**src/rtl/score_display_scan_pkg.sv**
```systemverilog
// Shared Pong display constants: active-low {g,f,e,d,c,b,a} segment patterns,
// score limit and the digit index type used by the scan driver.
package pong_pkg;

    localparam logic [6:0] SEG_BLANK = 7'h7F;
    localparam logic [6:0] SEG_0     = 7'h40;
    localparam logic [6:0] SEG_1     = 7'h79;
    localparam logic [6:0] SEG_2     = 7'h24;
    localparam logic [6:0] SEG_3     = 7'h30;
    localparam logic [6:0] SEG_4     = 7'h19;
    localparam logic [6:0] SEG_5     = 7'h12;
    localparam logic [6:0] SEG_6     = 7'h02;
    localparam logic [6:0] SEG_7     = 7'h78;
    localparam logic [6:0] SEG_8     = 7'h00;
    localparam logic [6:0] SEG_9     = 7'h10;

    localparam logic [6:0] MAX_SCORE = 7'd99;

    typedef enum logic [1:0] {
        DIG_R_ONES = 2'd0,
        DIG_R_TENS = 2'd1,
        DIG_L_ONES = 2'd2,
        DIG_L_TENS = 2'd3
    } digit_idx_t;

    function automatic logic [6:0] saturate_score(input logic [6:0] score);
        return (score > MAX_SCORE) ? MAX_SCORE : score;
    endfunction

    // Active-low anode strobe for each digit slot; idx0 is the rightmost digit.
    function automatic logic [3:0] anode_for(input digit_idx_t idx);
        logic [3:0] an;
        case (idx)
            DIG_R_ONES: an = 4'b1110;
            DIG_R_TENS: an = 4'b1101;
            DIG_L_ONES: an = 4'b1011;
            default:    an = 4'b0111;
        endcase
        return an;
    endfunction

endpackage

```
**src/rtl/score_display_scan_if.sv**
```systemverilog
// Score inputs and display pin outputs of the scan driver; the driver takes the slave side.
interface score_display_scan_if;

    logic [6:0] left_score;
    logic [6:0] right_score;
    logic [3:0] an;
    logic [6:0] seg;
    logic       dp;
    logic       frame_start;

    modport master (
        output left_score,
        output right_score,
        input  an,
        input  seg,
        input  dp,
        input  frame_start
    );

    modport slave (
        input  left_score,
        input  right_score,
        output an,
        output seg,
        output dp,
        output frame_start
    );

endinterface

```
**src/rtl/score_display_scan_bcd_to_7seg.sv**
```systemverilog
// Combinational BCD to active-low seven-segment decoder; codes 10-15 decode as blank.
module bcd_to_7seg
    import pong_pkg::*;
(
    input  logic [3:0] bcd_i,
    output logic [6:0] seg_o
);

    always_comb begin
        seg_o = SEG_BLANK;
        case (bcd_i)
            4'd0:    seg_o = SEG_0;
            4'd1:    seg_o = SEG_1;
            4'd2:    seg_o = SEG_2;
            4'd3:    seg_o = SEG_3;
            4'd4:    seg_o = SEG_4;
            4'd5:    seg_o = SEG_5;
            4'd6:    seg_o = SEG_6;
            4'd7:    seg_o = SEG_7;
            4'd8:    seg_o = SEG_8;
            4'd9:    seg_o = SEG_9;
            default: seg_o = SEG_BLANK;
        endcase
    end

endmodule

```
**src/rtl/score_display_scan.sv**
```systemverilog
// Time-multiplexed 4-digit score display driver with a once-per-frame score snapshot.
// Optional feature macro: BLANK_LEADING_ZERO_EN (blanks a zero tens digit).
module score_display_scan
    import pong_pkg::*;
#(
    parameter int REFRESH_DIV = 100000
) (
    input  logic                 clk,
    input  logic                 reset,
    score_display_scan_if.slave  bus
);

    localparam int              CNT_W    = $clog2(REFRESH_DIV);
    localparam logic [CNT_W-1:0] CNT_LAST = CNT_W'(REFRESH_DIV - 1);

    logic [CNT_W-1:0] div_cnt_q, div_cnt_d;
    digit_idx_t       idx_q, idx_d;
    logic [6:0]       left_snap_q, left_snap_d;
    logic [6:0]       right_snap_q, right_snap_d;
    logic [3:0]       an_q, an_d;
    logic [6:0]       seg_q, seg_d;
    logic             dp_q, dp_d;

    logic             tc;
    logic             frame_tc;
    logic [3:0]       left_tens, left_ones, right_tens, right_ones;
    logic [3:0]       digit;
    logic [6:0]       dec_seg;

    assign tc       = (div_cnt_q == CNT_LAST);
    assign frame_tc = tc && (idx_q == DIG_L_TENS);

    // The snapshot is taken on the idx3->idx0 boundary so a frame never mixes old and new scores.
    always_comb begin
        div_cnt_d    = tc ? '0 : div_cnt_q + 1'b1;
        idx_d        = tc ? digit_idx_t'(idx_q + 2'd1) : idx_q;
        left_snap_d  = frame_tc ? saturate_score(bus.left_score)  : left_snap_q;
        right_snap_d = frame_tc ? saturate_score(bus.right_score) : right_snap_q;
    end

    always_ff @(posedge clk or posedge reset) begin
        if (reset) begin
            div_cnt_q    <= '0;
            idx_q        <= DIG_R_ONES;
            left_snap_q  <= '0;
            right_snap_q <= '0;
        end else begin
            div_cnt_q    <= div_cnt_d;
            idx_q        <= idx_d;
            left_snap_q  <= left_snap_d;
            right_snap_q <= right_snap_d;
        end
    end

    assign left_tens  = 4'(left_snap_q  / 7'd10);
    assign left_ones  = 4'(left_snap_q  % 7'd10);
    assign right_tens = 4'(right_snap_q / 7'd10);
    assign right_ones = 4'(right_snap_q % 7'd10);

    always_comb begin
        digit = right_ones;
        case (idx_q)
            DIG_R_ONES: digit = right_ones;
            DIG_R_TENS: digit = right_tens;
            DIG_L_ONES: digit = left_ones;
            default:    digit = left_tens;
        endcase
    end

    bcd_to_7seg u_bcd_to_7seg (
        .bcd_i (digit),
        .seg_o (dec_seg)
    );

    // Tens slots are the odd indices; a blanked tens digit still strobes its anode.
    always_comb begin
        an_d = anode_for(idx_q);
        dp_d = (idx_q != DIG_L_ONES);
`ifdef BLANK_LEADING_ZERO_EN
        seg_d = (idx_q[0] && (digit == 4'd0)) ? SEG_BLANK : dec_seg;
`else
        seg_d = dec_seg;
`endif
    end

    always_ff @(posedge clk or posedge reset) begin
        if (reset) begin
            an_q  <= 4'b1111;
            seg_q <= SEG_BLANK;
            dp_q  <= 1'b1;
        end else begin
            an_q  <= an_d;
            seg_q <= seg_d;
            dp_q  <= dp_d;
        end
    end

    assign bus.an          = an_q;
    assign bus.seg         = seg_q;
    assign bus.dp          = dp_q;
    assign bus.frame_start = frame_tc;

endmodule

```
**src/flat_wrapper.sv**
```systemverilog
// flat-port wrapper written by rule: the top's interface ports become plain ports
module score_display_scan_flat import pong_pkg::*;
#(
    parameter int REFRESH_DIV = 100000
)
  (clk, reset, bus_left_score, bus_right_score, bus_an, bus_seg, bus_dp, bus_frame_start);
  score_display_scan_if bus_i ();
  input  logic clk;
  input  logic reset;
  input wire logic [$bits(bus_i.left_score)-1:0] bus_left_score;
  input wire logic [$bits(bus_i.right_score)-1:0] bus_right_score;
  output wire logic [$bits(bus_i.an)-1:0] bus_an;
  output wire logic [$bits(bus_i.seg)-1:0] bus_seg;
  output wire logic [$bits(bus_i.dp)-1:0] bus_dp;
  output wire logic [$bits(bus_i.frame_start)-1:0] bus_frame_start;
  assign bus_i.left_score = bus_left_score;
  assign bus_i.right_score = bus_right_score;
  assign bus_an = bus_i.an;
  assign bus_seg = bus_i.seg;
  assign bus_dp = bus_i.dp;
  assign bus_frame_start = bus_i.frame_start;
  score_display_scan #(.REFRESH_DIV(REFRESH_DIV)) u_core (.clk(clk), .reset(reset), .bus(bus_i));
endmodule
```
**config.mk**
```make
export PLATFORM = sky130hd
export DESIGN_NAME = score_display_scan_flat
export DESIGN_NICKNAME = d
export VERILOG_FILES = /design/src/rtl/score_display_scan_pkg.sv /design/src/rtl/score_display_scan_if.sv /design/src/rtl/score_display_scan_bcd_to_7seg.sv /design/src/rtl/score_display_scan.sv /design/src/flat_wrapper.sv
export SDC_FILE = /design/constraint.sdc
export NUM_CORES = 1
export LEC_CHECK = 0
export CORE_MARGIN = 2
export CORE_UTILIZATION = 35
export DETAILED_ROUTE_END_ITERATION = 16
export GPL_ROUTABILITY_DRIVEN = 1
export GPL_TIMING_DRIVEN = 0
export PLACE_DENSITY_LB_ADDON = 0.25
export SYNTH_ARGS = -nofsm -noshare
export SYNTH_HDL_FRONTEND = slang
export SYNTH_SLANG_ARGS = --single-unit
export TNS_END_PERCENT = 5
```
**constraint.sdc**
```tcl
create_clock -name clk -period 9.15 [get_ports clk]
set_input_delay 2.745 -clock clk [delete_from_list [all_inputs] [get_ports clk]]
set_output_delay 2.745 -clock clk [all_outputs]
set_load 0.02 [all_outputs]
```
==> flow_metrics.env <==
export IMPL_synth_edf_count=0
export IMPL_drtAntennaViolNets=0
export IMPL_antenna_found_initial=0
export IMPL_syn_area_um2=2890
export IMPL_yosys_top_cells_area="dfrtp_1 29%, dfstp_2 11%, nand2_1 5.9%"
export IMPL_rows=33
export IMPL_grt_pass1_wl_um=10500
export IMPL_place_hpwl_um=4700
export IMPL_clock_sinks=45
export IMPL_yosys_area_share_simple_pct=22.8
export IMPL_die_y_um=94.8
export IMPL_synth_seq_cells=45
export IMPL_ys_flop_type="dfrtp_1"
export IMPL_top_level_ports=29
export IMPL_setup_viol=0
export IMPL_synthXorXnorAreaFrac_pct=6.24
export IMPL_ys_seq_area_share_pct=39.5
export IMPL_cts_buffers=5
export IMPL_critical_path_buf_inv_count=3
export IMPL_grt_ovfl_total=0
export IMPL_worstPathRequired_ps=6410
export IMPL_rsz0062_at_grt="no"
export IMPL_leakage_nw=1.40
export IMPL_worstMarginPinSlew_ps=657
export IMPL_synth_compound_area_share_pct=16.6
export IMPL_startpoint_type="register"
export IMPL_relSlewSlack_pct=55.9
export IMPL_clock_skew_ps=12.7
export IMPL_synthMuxAreaShare_pct=5.59
export IMPL_synthToLayoutAreaGrowth_pct=18.9
export IMPL_status="completed"
export IMPL_async_flop_share_pct=100
export IMPL_min_delay_path_class="register to register"
export IMPL_drive_gt1_share_pct=11.3
export IMPL_max_freq_ghz=0.167
export IMPL_cts_tree="done"
export IMPL_slowest_delay_ps=690
export IMPL_timing_final_crit_period_ps=5980
export IMPL_yosys_area_top_type="dfrtp_1"
export IMPL_crit_chain="nand2_1 > nor3_1 > nand4_1 > or4_1 > nor2_1 > nand2_1 > inv_1 > clkbuf_1 > clkdlybuf4s50_1"
export IMPL_chipWidth_um=94.8
export IMPL_synthAdderAreaFrac_pct=5.20
export IMPL_diodes=0
export IMPL_tns_ps=0
export IMPL_layout_common_cells="45 x nand2_1, 33 x dfrtp_1, 28 x nor2_1, 28 x clkdlybuf4s50_1"
export IMPL_peakVddDrop_mv=0.0689
export IMPL_io_buffer_count=28
export IMPL_vias=2339
export IMPL_synth_top_cell_area_share_pct=28.6
export IMPL_drv_cap=0
export IMPL_cp_end_kind="output pin"
export IMPL_grtUsageTotal_pct=14.8
export IMPL_holdBufCountCts=0
export IMPL_critPathTopFamily="simple AND/OR/NAND/NOR gates"
export IMPL_cts_repair_resized=0
export IMPL_clk_latency_ps=310
export IMPL_cp_slowest_cell="clkdlybuf4s50_1"
export IMPL_finalPower_mw=0.372
export IMPL_cpMostUsedCell="nand2_1"
export IMPL_gp_congestion=0.885
export IMPL_drt_iter0_drc=151
export IMPL_post_cts_buffers=0
export IMPL_dr_pass1_iters=4
export IMPL_powerDensity_nw_per_um2=108
export IMPL_final_common_cell="nand2_1"
export IMPL_arrival_ps=3230
export IMPL_synth_top_family_by_area="simple AND/OR/NAND/NOR gates"
export IMPL_netlist_instances=317
export IMPL_nets=381
export IMPL_finalCritPeriodShare_pct=65.3
export IMPL_vias_per_cell=5.10
export IMPL_synth_cell_types=63
export IMPL_clkTransAtPathRegs_ps=90
export IMPL_cts_path_max_buffers=2
export IMPL_grt_start_max_net_pins=36
export IMPL_syn_avg_cell_area_um2=9.11
export IMPL_ctsHtreeMaxLevel=2
export IMPL_yosys_warnings=0
export IMPL_drc=0
export IMPL_coreArea_um2=8090
export IMPL_syn_nets=345
export IMPL_drt_wl_total_um=6220
export IMPL_finalMaxSlewViolations=0
export IMPL_hold_viol=0
export IMPL_die_area_um2=8990
export IMPL_cp_max_fo=10
export IMPL_cts_root_buf="clkbuf_8"
export IMPL_grt_pass1_vias=2138
export IMPL_start_util_pct=35.7
export IMPL_worstSetupPathType="register to output pin"
export IMPL_wl_per_cell_um=13.6
path summary, 6_finish.rpt:
kind / depth (start not counted) / start / endpoint / slack [ps]
min in group asynchronous: 2 / reset / u_core.right_snap_q[6] / 2680
max reg2reg: 21 / u_core.idx_q[0] / u_core.bus.seg[3] / 4560
max in group asynchronous: 3 / reset / u_core.bus.an[2] / 5940
min: 1 / u_core.div_cnt_q[4] / u_core.div_cnt_q[4] / 480
max: 9 / u_core.div_cnt_q[9] / bus_frame_start / 3170
min reg2reg: 1 / u_core.div_cnt_q[4] / u_core.div_cnt_q[4] / 480
cell type report:
type	count	area [um^2]
clock buffers	5	68.8
repair buffers	29	300
multi-input cells	247	1630
well taps	105	131
flip-flops and latches	45	1140
plain buffers	7	50.0
clock inverters	3	45.0
inverters	18	67.6
fillers	832	4660
power breakdown:
group          internal, mW  switching [mW]  leakage (nW)
combinational       0.00708         0.00638         0.846
clock                0.0825          0.0770        0.0577
sequential            0.199               0         0.499
per-stage QoR:
stage / instance area, um^2 / std cells / utilization (%) / setup slack (ps) / hold WS (ps)
CTS: 3430 / 459 / 42.4 / 3090 / 482
detailed placement: 3320 / 451 / 41.0 / 3460 / 464
global placement: 3300 / 450 / 40.8 / 3440 / 462
finish: 3430 / 459 / 42.4 / 3170 / 478
global route: 3430 / 459 / 42.4 / 2880 / 498
floorplan: 2890 / 317 / - / 4500 / 446
layer usage:
metal,vias to the layer above,part of all wire [%],track usage (%)
li1,1188,-,-
met4,0,0.32,3.62
met2,51,46,22.9
met3,3,2.6,1.92
met1,1097,51,21.7
met5,-,0,0
registers in the layout (all words and copies together) (netlist names):
signal and cells:
u_core.bus.an 4, u_core.div_cnt_q 17, u_core.idx_q 2, u_core.right_snap_q 7, u_core.bus.dp 1, u_core.left_snap_q 7, u_core.bus.seg 7
synth_stat cells (4+ instances only):
cell      number
dfstp_2       12
nor3_1         5
nor2b_1        5
a21oi_1       11
o21ai_1        5
inv_1         18
nor2_1        28
nand2b_1       6
mux2_2         6
dfrtp_1       33
ha_1          12
o21ai_0       17
nand2_1       45
mux2i_1        8
o211ai_1       4
xor2_1         4
and3_1         4
nand4_1        6
nand3_1       14
xnor2_1       12
logic make-up (layout without fill, tap and decap cells):
family,count (synthesis),after routing
AOI/OAI and AO/OA,68,68
muxes,15,15
adders and majority gates,12,12
and+or+nand+nor,134,134
DFF,45,45
xor gates and xnor gates,18,18
buffers and inverters,25,62
No activity file was read; power rests on OpenSTA's default activity.
